===== src/rtl/pipeline_hazard_ctrl.sv =====
// Front-end hazard sequencer for the 5-stage pipeline: load-use stalls,
// taken-branch squashes, multicycle waits, plus saturating perf counters.
//
// Ports:
//   clk, rst                 clock; synchronous active-high reset
//   id_rs, id_rt, id_uses_rt operands of the instruction in ID
//   ex_mem_read, ex_rd       load in EX and its destination
//   ex_branch_taken          branch in EX resolved taken
//   mc_start, mc_done        multicycle op issue / completion
//   pc_write, if_id_write    PC and IF/ID capture enables
//   if_id_flush              IF/ID loads NOP
//   id_ex_bubble             ID/EX loads NOP controls
//   stall_count, flush_count saturating perf counters
//   state                    RUN=0, MC_WAIT=1, FLUSH=2
module pipeline_hazard_ctrl #(
    parameter int REG_W       = 5,
    parameter int CNT_W       = 16,
    parameter int FLUSH_SLOTS = 1
) (
    input  logic             clk,
    input  logic             rst,
    input  logic [REG_W-1:0] id_rs,
    input  logic [REG_W-1:0] id_rt,
    input  logic             id_uses_rt,
    input  logic             ex_mem_read,
    input  logic [REG_W-1:0] ex_rd,
    input  logic             ex_branch_taken,
    input  logic             mc_start,
    input  logic             mc_done,
    output logic             pc_write,
    output logic             if_id_write,
    output logic             if_id_flush,
    output logic             id_ex_bubble,
    output logic [CNT_W-1:0] stall_count,
    output logic [CNT_W-1:0] flush_count,
    output logic [1:0]       state
);

    typedef enum logic [1:0] {
        RUN     = 2'd0,
        MC_WAIT = 2'd1,
        FLUSH   = 2'd2,
        ILLEGAL = 2'd3
    } state_t;

    localparam int RW = (FLUSH_SLOTS > 1) ? $clog2(FLUSH_SLOTS) : 1;
    localparam logic [RW-1:0] REM_INIT = RW'(FLUSH_SLOTS - 1);

    state_t        st_q, st_d;
    logic [RW-1:0] rem_q, rem_d;
    logic          lu;
    logic          br_acc;

    assign state = st_q;

    assign lu = ex_mem_read & (ex_rd != '0) &
                ((ex_rd == id_rs) | (id_uses_rt & (ex_rd == id_rt)));

    always_comb begin
        pc_write     = 1'b1;
        if_id_write  = 1'b1;
        if_id_flush  = 1'b0;
        id_ex_bubble = 1'b0;
        st_d         = st_q;
        rem_d        = rem_q;
        br_acc       = 1'b0;

        if (rst) begin
            pc_write     = 1'b0;
            if_id_write  = 1'b0;
            if_id_flush  = 1'b1;
            id_ex_bubble = 1'b1;
            st_d         = RUN;
        end else begin
            case (st_q)
                RUN: begin
                    if (ex_branch_taken) begin
                        if_id_flush  = 1'b1;
                        id_ex_bubble = 1'b1;
                        br_acc       = 1'b1;
                        if (FLUSH_SLOTS > 1) begin
                            st_d  = FLUSH;
                            rem_d = REM_INIT;
                        end
                    end else if (lu) begin
                        pc_write     = 1'b0;
                        if_id_write  = 1'b0;
                        id_ex_bubble = 1'b1;
                    end else if (mc_start) begin
                        // the multicycle op itself moves on into EX
                        pc_write    = 1'b0;
                        if_id_write = 1'b0;
                        st_d        = MC_WAIT;
                    end
                end
                MC_WAIT: begin
                    pc_write     = 1'b0;
                    if_id_write  = 1'b0;
                    id_ex_bubble = 1'b1;
                    if (mc_done) begin
                        st_d = RUN;
                    end
                end
                FLUSH: begin
                    if_id_flush  = 1'b1;
                    id_ex_bubble = 1'b1;
                    if (ex_branch_taken) begin
                        br_acc = 1'b1;
                        rem_d  = REM_INIT;
                    end else begin
                        rem_d = rem_q - 1'b1;
                        if (rem_q <= RW'(1)) begin
                            st_d = RUN;
                        end
                    end
                end
                default: begin
                    // unreachable encoding: hold everything for one cycle
                    pc_write     = 1'b0;
                    if_id_write  = 1'b0;
                    id_ex_bubble = 1'b1;
                    st_d         = RUN;
                end
            endcase
        end
    end

    always_ff @(posedge clk) begin
        if (rst) begin
            st_q        <= RUN;
            rem_q       <= '0;
            stall_count <= '0;
            flush_count <= '0;
        end else begin
            st_q  <= st_d;
            rem_q <= rem_d;
            if (!pc_write && stall_count != '1) begin
                stall_count <= stall_count + 1'b1;
            end
            if (br_acc && flush_count != '1) begin
                flush_count <= flush_count + 1'b1;
            end
        end
    end

endmodule


===== config.mk =====
export PLATFORM = sky130hd
export DESIGN_NAME = pipeline_hazard_ctrl
export DESIGN_NICKNAME = d
export VERILOG_FILES = /design/src/rtl/pipeline_hazard_ctrl.sv
export SDC_FILE = /design/constraint.sdc
export NUM_CORES = 1
export LEC_CHECK = 0
export CORE_MARGIN = 2
export CORE_UTILIZATION = 48
export DETAILED_ROUTE_END_ITERATION = 7
export PLACE_DENSITY = 0.84
export SLEW_MARGIN = 15
export SYNTH_ARGS = -nofsm -noshare
export SYNTH_HDL_FRONTEND = slang
export SYNTH_SLANG_ARGS = --single-unit

===== constraint.sdc =====
create_clock -name clk -period 5.7 [get_ports clk]
set_clock_uncertainty 0.05 [all_clocks]
set_input_delay 0.855 -clock clk [delete_from_list [all_inputs] [get_ports clk]]
set_output_delay 0.855 -clock clk [all_outputs]
set_load 0.05 [all_outputs]

Word-level counts from Yosys, hierarchy flattened. Index checks and enable logic that the tools add are counted.

Equality and inequality tests: 12. Bitwise logic cells: 4. Magnitude comparators: 1. Mux-type cells: 22. Reductions and logical operators: 7. Add/sub/neg operators: 3.

Operator list (count): adder 16 x 1 -> 16 bit (second input constant) (2); != test 16 bit (second input constant) (2); 2-to-1 mux 1 bit (13); 2-to-1 mux 2 bit (6); != test 2 bit (second input constant) (6); equality test 5 bit (2); case mux 2 bit (3 select lines) (1); AND reduction 6 bit (1); nonzero test 5 bit (1); case mux 1 bit (2 select lines) (2); bitwise AND 1 bit (3); equality test 2 x 1 -> 1 bit (second input constant) (1); equality test 2 bit (second input constant) (1); logical AND 1 bit (2); logical NOT 2 bit (1); OR reduction 2 bit (1); less-or-equal comparator 1 bit (second input constant) (1); logical NOT 1 bit (1); bitwise OR 1 bit (1); subtractor 1 bit (second input constant) (1).

Flip-flop bits (word level): 35. Logic and storage cells: 53.

Depth between registers and ports, before layout. Gate-level depths: netlist of run 1.

Depth after elaboration: 10. Depth in mapped cells: 9. Gate-level depth less buffers: 7.

Worst setup path after synthesis of run 1. OpenSTA, ideal clock, no wires.

Path kind: input to output. Start point: input ex_rd[1]. End point: output pc_write. Path slack: 2.385 ns. Cell stages on the path: 6. Data arrival time: 2.410 ns. Data required time: 4.795 ns. Cell sequence: or4_1 o21ai_0 nor2_1 nor2_1 o21a_1 buf_4.

Cells in the longest elaborated chain, start to end: 8. Elaborated cells on any way between the ends: 11. Those cells by class: eq/ne (2); mux (4); bitwise (4); reduce/logical (1).

RTL lines: start: declaration (line 26) `input logic [REG_W-1:0] ex_rd,`; equality test 5 bit (line 57) `((ex_rd == id_rs) | (id_uses_rt & (ex_rd == id_rt)));`; bitwise AND 1 bit (line 57); bitwise OR 1 bit (line 57); bitwise AND 1 bit (*) (line 56) `assign lu = ex_mem_read & (ex_rd != '0) &`; 2-to-1 mux 1 bit (*) (2 in a row); case mux 1 bit (2 select lines) (*); 2-to-1 mux 1 bit (*); end: declaration (line 30) `output logic pc_write,`.

Every way passes the cells marked *; elsewhere a longest branch is shown, timed or not.

Worst setup path after layout of run 1.
Start point: input ex_rd[1]. End point: output pc_write.

Cells in the longest elaborated chain, start to end: 8. Elaborated cells on any way between the ends: 11. Those cells by class: eq/ne (2); mux (4); bitwise (4); reduce/logical (1).

RTL lines: equality test 5 bit (line 57); bitwise AND 1 bit (line 57); bitwise OR 1 bit (line 57); bitwise AND 1 bit (*) (line 56); 2-to-1 mux 1 bit (*) (line 85) `end else if (lu) begin`; 2-to-1 mux 1 bit (*) (line 77) `if (ex_branch_taken) begin`; case mux 1 bit (2 select lines) (*) (line 75) `case (st_q)`; 2-to-1 mux 1 bit (*) (line 68) `if (rst) begin`.

Marks and branches as above.

==> results.md, run 1 <==
- CTS tree: built
- Final Util: 70.7%
- P&R area growth vs syn: 38.9%
- Hold Fails Final Rpt: 0
- CP max stage cell: clkdlybuf4s50_1
- CTS Hold Bufs: 0
- First-pass GRT wire length: 6420 microns
- TritonCTS Sinks: 33
- Layout cells sized above 1: 5.54%
- Worst setup path class: in -> out
- Startpoint types: primary input
- Maximum vdd ir drop: 147 uV
- Setup Slack @ Placement: 1600 ps
- Seq cells post-synth: 33
- Hold slack: 465 ps
- P_sw: 133 uW
- Number of global-route vias before repair: 1484
- Comb pwr share: 17.6%
- Max Freq: 0.242 GHz
- Root Buffer: clkbuf_4
- Tmin final: 4130 ps
- Slowest Stage Delay on Critical Path: 810 ps
- Syn Nets: 237
- WL per Instance: 12.4 microns
- Post-synthesis instance total: 213
- Clock transition at path regs: 100 ps
- CTS buffer count: 5
- Worst Hold Class: reg -> reg
- Dpl hpwl: 2930 microns
- Rows: 21
- Vert. Die Dim: 64.2 microns
- Net Sw Frac: 27.0%
- H-tree Lvls: 2
- Number of port buffers: 58
- Post-CTS Repair Setup Buffers: 0
- Core area: 3420 sq um
- Io pins: 60
- Worst slew margin: 64.8%
- Clk_lat worst skew: 320 ps
- Final Slew Violations: 0
- Initial drt markers: 60
- Post-Syn Area per Cell: 8.16 sq um
- Total wire length: 3920 microns
- Critical-path cell list: clkdlybuf4s50_1, or4_1, o21ai_0, nor2_1, nor2_1, o21a_1, clkdlybuf4s50_1
- Worst Path Required: 4800 ps
- Pwr per Cell Area: 205 nW/um^2
- Nets: 295
- Seq/Total Area, Yosys: 38.0%
- Post-route DRC: 0
- Least-Margin Pin Slew: 526 ps
- Max Cap Viol: 0
- Vias per cell: 5.19
- Tcrit/Tclk final: 72.4%
- Crit end category: output pin
- Setup TNS: 0 ps
- YS warnings: 0
- # diodes: 0
- Post-synth cell types: 39
- Total congestion overflow: 0
- EDFF count, synth: 0
- Final setup viols: 0
- Async set or reset register ratio after synthesis: 0%
- DR vias: 1646
- Clk pwr share: 33.4%
- Initial core utilization: 50.9%
- Initial antenna violation count: 0
- Bufs on Longest Clock Path: 2
- Crit path arrival time: 3220 ps
- Status: complete, no violations
- GRT Util Overall: 19.1%
- Crit path max fanout: 3
- Resized Gates After CTS: 0
- Static Leakage: 0.835 nW
- Post-route ant nets: 0
- RSZ-0062 raised after global routing: no
- Internal: 361 uW
- Reg power frac: 49.0%
- TritonRoute pass-1 iters: 4
- Die ar.: 4120 sq um
- Largest net degree at the start of global routing: 23
- DIE WIDTH: 64.2 microns
- Area of the mapped netlist: 1740 sq um
- Gpl congestion: 0.764
- Main flop type after synthesis: dfxtp_1
- Worst Slack Setup Final: 1570 ps
registers in the layout, indices dropped and copies added, names as in the netlist:
| signal | count |
|---|---|
| flush_count | 16 |
| stall_count | 16 |
| state | 1 |
Yosys cell counts (5+ instances only):
| cell type | n | area, sq um |
|---|---|---|
| or3_1 | 5 | 31.3 |
| nand2b_1 | 6 | 37.5 |
| xnor2_1 | 10 | 87.6 |
| xor2_1 | 17 | 149 |
| nand3_1 | 12 | 60.1 |
| dfxtp_1 | 33 | 661 |
| nor3_1 | 6 | 30.0 |
| nor2_1 | 34 | 128 |
| nand4_1 | 11 | 68.8 |
| clkbuf_1 | 5 | 18.8 |
| a21oi_1 | 12 | 60.1 |
| nand2_1 | 13 | 48.8 |
| o21ai_0 | 7 | 35.0 |
area by class of cell:
type / count / area [sq um]
Inverter: 2 / 7.51
Clock inverter: 2 / 35.0
Fill cell: 308 / 1000
Timing Repair Buffer: 60 / 596
Multi-Input combinational cell: 169 / 1020
Tap cell: 46 / 57.6
Clock buffer: 5 / 37.5
Sequential cell: 33 / 661
worst paths after layout:
check        cells past startpoint       startpoint  slack, ps              end
max                              7         ex_rd[1]       1570         pc_write
min                              2  stall_count[15]        460  stall_count[15]
max reg2reg                      7   stall_count[8]       3250   stall_count[9]
min reg2reg                      2  stall_count[15]        460  stall_count[15]
power groups by stage:
stage	Clock, mW	Combinational, mW	Sequential, mW
CTS	0.169	0.0876	0.242
global route	0.179	0.0948	0.243
detailed placement	0	0.0870	0.247
floorplan	0	0.0388	0.261
global placement	0	0.0863	0.247
finish	0.165	0.0872	0.242
routing by layer:
metal  vias up  GRT usage, %  share of wire, %
li1        859             -                 -
met1       750          23.8                45
met4         0          3.99              0.74
met3         5          3.70               4.0
met5         -             0                 0
met2        32          34.2                50
worst max-delay path, delay by kind of cell:
family	cells	cell delay, ps
and+or+nand+nor	3	730
AOI/OAI and AO/OA	2	350
buffers and inverters	2	1290
layout by cell type, fill, tap and decap left out, types with 6 or more instances in the layout:
master	count
clkdlybuf4s50_1	58
nand2_1	13
nand4_1	11
o21ai_0	7
xor2_1	17
nor3_1	6
nor2_1	34
nand3_1	12
a21oi_1	12
dfxtp_1	33
nand2b_1	6
xnor2_1	10
cell families (layout without fill, tap and decap cells):
| logic type | count (synthesis) | after routing | share of synthesized area (%) |
|---|---|---|---|
| and+or+nand+nor | 106 | 106 | 30.9 |
| AOI/OAI and AO/OA | 28 | 28 | 9.36 |
| buffers and inverters | 11 | 69 | 3.31 |
| other | 1 | 1 | 0.216 |
| xor gates and xnor gates | 27 | 27 | 13.6 |
| DFF | 33 | 33 | 38.0 |
| muxes | 5 | 5 | 3.17 |
| adders and majority gates | 2 | 2 | 1.44 |
stage by stage:
stage                     cell area (sq um)  total power [mW]  std cells
after floorplan                        1740             0.300        213
after global placement                 2340             0.333        310
after detailed placement               2340             0.334        310
after CTS                              2410             0.499        317
after global routing                   2410             0.517        317
final                                  2410             0.494        317
No activity file was read; power rests on OpenSTA's default activity.
==> inputs of run 2 (changes only) <==
- CORE_UTILIZATION: 48 -> 45
- PLACE_DENSITY: 0.84 -> 0.8
- clock period: 5.7 -> 3.8 ns (I/O delays scaled with it)
==> run 2 against run 1 <==
- sequential cell count unchanged
- cell count up 0.63%
- global-route usage up 1.1 points
- worst setup slack worse by 820 ps
- clock-buffer cell count up 2
- die area up 6.3%
- sequential share of layout area down 0.60 points
- total power up 70%
- utilization down 3.8 points
- via count up 2.3%
- first-iteration DRC count up 88%
- critical endpoint unchanged
- largest cell class unchanged
==> results.md, run 2 (same netlist as run 1, synthesis figures left out) <==
- Status: complete, no violations
- Worst Path Required: 3180 ps
- Dpl hpwl: 3090 microns
- Hold Fails Final Rpt: 0
- Cells on worst reg2reg path: 7
- P&R area growth vs syn: 42.0%
- Hold depth: 2
- Number of fill cells: 330
- Worst Slack Setup Final: 751 ps
- Clk_lat worst skew: 290 ps
- Largest net degree at the start of global routing: 43
- Pwr per Cell Area: 341 nW/um^2
- TritonCTS Sinks: 33
- Maximum vdd ir drop: 263 uV
- # diodes: 0
- CTS tree: built
- Worst setup path class: in -> out
- Core area: 3690 sq um
- GRT Util Overall: 20.3%
- DIE WIDTH: 66.1 microns
- RSZ-0062 raised after global routing: no
- Io pins: 60
- Static Leakage: 0.859 nW
- Most frequent cells in the layout: clkdlybuf4s50_1, nor2_1, dfxtp_1
- Post-CTS Repair Setup Buffers: 0
- Max Freq: 0.328 GHz
- Least-Margin Pin Slew: 523 ps
- Layout cells sized above 1: 6.64%
- WL per Instance: 13.0 microns
- Area taken by multi-input logic gates: 1020 sq um
- Startpoint types: primary input
- Root Buffer: clkbuf_8
- First-pass GRT wire length: 6850 microns
- Post-route DRC: 0
- Setup TNS: 0 ps
- Worst Hold Class: reg -> reg
- Gpl congestion: 0.780
- Seq. cell area: 661 sq um
- Most common cell after layout, fill and taps aside: clkdlybuf4s50_1
- CTS buffer count: 5
- Crit path arrival time: 2430 ps
- Final Slew Violations: 0
- Setup Slack @ Placement: 499 ps
- H-tree Lvls: 2
- Resized Gates After CTS: 0
- Nets: 294
- Flop2flop setup slack: 1430 ps
- Max Cap Viol: 0
- Clock transition at path regs: 70 ps
- Rows: 22
- Tmin final: 3050 ps
- Die ar.: 4380 sq um
- Vias per cell: 5.28
- Post-route ant nets: 0
- CTS Hold Bufs: 0
- Tcrit/Tclk final: 80.2%
- Bufs on Longest Clock Path: 2
- Initial drt markers: 113
- Final setup viols: 0
- DR vias: 1684
- Crit end category: output pin
- Initial core utilization: 47.1%
- Crit path max fanout: 3
- Vert. Die Dim: 66.1 microns
- Number of port buffers: 58
- Initial antenna violation count: 0
- Total wire length: 4160 microns
- Total congestion overflow: 0
- TritonRoute pass-1 iters: 4
- Worst slew margin: 65.0%
- Number of global-route vias before repair: 1509
## run 2: changes by cell type in the layout (fill, tap and decap cells not counted)
cell             before  now
clkbuf_4              5    0
buf_4                 2    3
clkbuf_1              0    1
clkbuf_8              0    6
clkinv_2              1    0
clkdlybuf4s50_1      58   54
buf_12                0    2
## run 2: path summary, 6_finish.rpt
path,start,end
setup / recovery,ex_rd[1],pc_write
hold / removal,state[0],state[0]
setup reg to reg,stall_count[9],stall_count[9]
hold reg to reg,state[0],state[0]
## run 2: area by class of cell
cell class / count / area share [%]
Clock buffer: 7 / 3.50
Clock inverter: 1 / 1.22
Inverter: 2 / 0.304
Multi-Input combinational cell: 169 / 41.3
Sequential cell: 33 / 26.8
Tap cell: 48 / 2.43
Timing Repair Buffer: 59 / 24.4
## run 2: critical path: stages
cell and delay, ps:
clkdlybuf4s50_1 470, or4_1 550, o21ai_0 220, nor2_1 100
nor2_1 110, o21a_1 240, buf_12 170
## run 2: through the flow
step	instances	hold WS, ps	utilization, %	instance area, sq um	power (mW)
2_1_floorplan	213	655	-	1740	0.450
3_3_place_gp	311	442	63.7	2350	0.504
3_5_place_dp	311	458	63.7	2350	0.506
4_1_cts	319	469	66.9	2470	0.845
5_1_grt	319	481	66.9	2470	0.873
6_report	319	465	66.9	2470	0.840
## run 2: layer usage
metal / global-route usage (%) / share of wire (%) / vias up
li1: - / - / 856
met1: 24.0 / 42 / 765
met2: 34.8 / 51 / 53
met3: 4.43 / 4.9 / 10
met4: 9.18 / 2.2 / 0
met5: 0 / 0 / -
## run 2: report_power, final
part / leakage [nW] / internal, mW / switching [mW]
clock: 0.0585 / 0.214 / 0.128
sequential: 0.267 / 0.353 / 0.0106
combinational: 0.533 / 0.0576 / 0.0778
total: 0.859 / 0.624 / 0.216
==> inputs of run 3 (changes only) <==
- CORE_UTILIZATION: 45 -> 41
- PLACE_DENSITY: 0.8 -> 0.76
- clock period: 3.8 -> 2.6 ns (I/O delays scaled with it)
==> run 3 against run 2 <==
- clock-buffer cell count is 1 higher
- largest power group unchanged
- worst setup slack worse by 710 ps
- register-to-register slack lost 1200 ps
- via count increased by 2.4%
- critical path type is now in -> reg
==> results.md, run 3 (same netlist as run 1, synthesis figures left out) <==
- Post-route DRC: 0
- Tmin final: 2560 ps
- Max Cap Viol: 0
- Number of fill cells: 369
- Flop2flop setup slack: 240 ps
- Dpl hpwl: 3190 microns
- CTS tree: built
- DIE WIDTH: 69.1 microns
- Worst Path Required: 2770 ps
- Hold depth: 2
- Setup TNS: 0 ps
- Bufs on Longest Clock Path: 2
- CTS Hold Bufs: 0
- DR vias: 1724
- Worst hold endpoint: state[0]
- Hold slack: 467 ps
- Crit path max fanout: 4
- TritonCTS Sinks: 33
- Status: complete, no violations
- Clk_lat worst skew: 280 ps
- Hold Fails Final Rpt: 0
- Rows: 23
- Most common cell after layout, fill and taps aside: clkdlybuf4s50_1
- Initial antenna violation count: 0
- Final setup viols: 0
- WL per Instance: 12.9 microns
- P&R area growth vs syn: 49.2%
- CTS buffer count: 5
- Area taken by multi-input logic gates: 1060 sq um
- Initial drt markers: 74
- Most frequent cells in the layout: clkdlybuf4s50_1, nor2_1, dfxtp_1
- R2R Path Start: stall_count[7]
- Core area: 4030 sq um
- Worst Hold Class: reg -> reg
- # diodes: 0
- Maximum vdd ir drop: 383 uV
- Die ar.: 4780 sq um
- Crit end category: flip-flop
- Vias per cell: 5.19
- Gpl congestion: 0.826
- Max Freq: 0.390 GHz
- Layout cells sized above 1: 12.4%
- Crit path arrival time: 2730 ps
- Hold Path Origin: state[0]
- Least-Margin Pin Slew: 501 ps
- Nets: 305
- Io pins: 60
- Startpoint types: primary input
- Number of port buffers: 58
- Post-route ant nets: 0
- Largest net degree at the start of global routing: 43
- RSZ-0062 raised after global routing: no
- TritonRoute pass-1 iters: 4
- GRT Util Overall: 18.4%
- Seq. cell area: 661 sq um
- First-pass GRT wire length: 7380 microns
- Worst slew margin: 66.5%
- H-tree Lvls: 2
- Cells on worst reg2reg path: 8
- Total wire length: 4290 microns
- Vert. Die Dim: 69.1 microns
- Number of global-route vias before repair: 1715
- Tcrit/Tclk final: 98.5%
- Root Buffer: clkbuf_8
- Clock transition at path regs: 60 ps
- Pwr per Cell Area: 430 nW/um^2
- Initial core utilization: 43.1%
- Total congestion overflow: 0
- Static Leakage: 0.953 nW
- Final Slew Violations: 0
- Reg-to-Reg End: stall_count[7]
- Worst setup path class: in -> reg
-- run 3: changes by cell type in the layout (fill, tap and decap cells not counted), sizes merged --
cell | before | now
buf | 5 | 16
clkdlybuf4s50 | 54 | 47
dlygate4sd2 | 0 | 4
dlymetal6s2s | 0 | 3
bufinv | 1 | 0
clkbuf | 7 | 8
-- run 3: area by class of cell --
class,instances,area share (%)
repair buffers,70,27.7
clock buffers,8,3.09
well taps,50,2.41
multi-input cells,169,41.1
inverters,2,0.290
flip-flops and latches,33,25.5
-- run 3: repair_timing --
item	in CTS	in global routing
pin swaps	4	6
setup buffers	1	0
endpoints found under the hold margin	0	0
endpoints found under the setup margin	10	5
gates resized for setup	8	11
-- run 3: stage by stage --
step | total power [mW] | util [%] | worst slack [ps] | cell area, sq um | instances
floorplan | 0.658 | - | 122 | 1740 | 213
global placement | 0.754 | 60.9 | -331 | 2450 | 323
detailed placement | 0.758 | 60.9 | -372 | 2450 | 323
CTS | 1.12 | 63.2 | 39.9 | 2550 | 332
global route | 1.18 | 64.3 | 16.9 | 2590 | 332
finish | 1.12 | 64.3 | 39.0 | 2590 | 332
-- run 3: layer usage --
metal | GRT usage (%) | part of all wire [%] | wire length [microns] | vias up
met3 | 3.65 | 3.2 | 138 | 8
met5 | 0 | 0 | 0 | -
met4 | 7.41 | 1.5 | 64 | 0
met2 | 32.5 | 51 | 2180 | 30
met1 | 21.7 | 44 | 1900 | 810
li1 | - | - | - | 876
-- run 3: how the worst max path moves through the flow --
| stage | from | end |
|---|---|---|
| after CTS | ex_rd[3] | stall_count[9] |
| after global placement | ex_rd[3] | stall_count[9] |
| after floorplan | stall_count[6] | stall_count[7] |
| final | id_rt[4] | stall_count[12] |
| after global routing | id_rt[4] | stall_count[10] |
| after detailed placement | ex_rd[3] | stall_count[9] |
-- run 3: power by group --
part / total [mW] / switching [mW] / internal (mW)
Clock: 0.366 / 0.176 / 0.190
Sequential: 0.531 / 0.0160 / 0.515
Combinational: 0.218 / 0.120 / 0.0983
Total: 1.12 / 0.312 / 0.804
-- run 3: worst max-delay path, cell delays in order --
cell             delay (ps)
clkdlybuf4s50_1         410
xor2_1                  140
nor4_1                  260
a32oi_1                 180
or4_4                   550
and2_4                  180
buf_4                   140
or3_1                   340
a21oi_1                 140
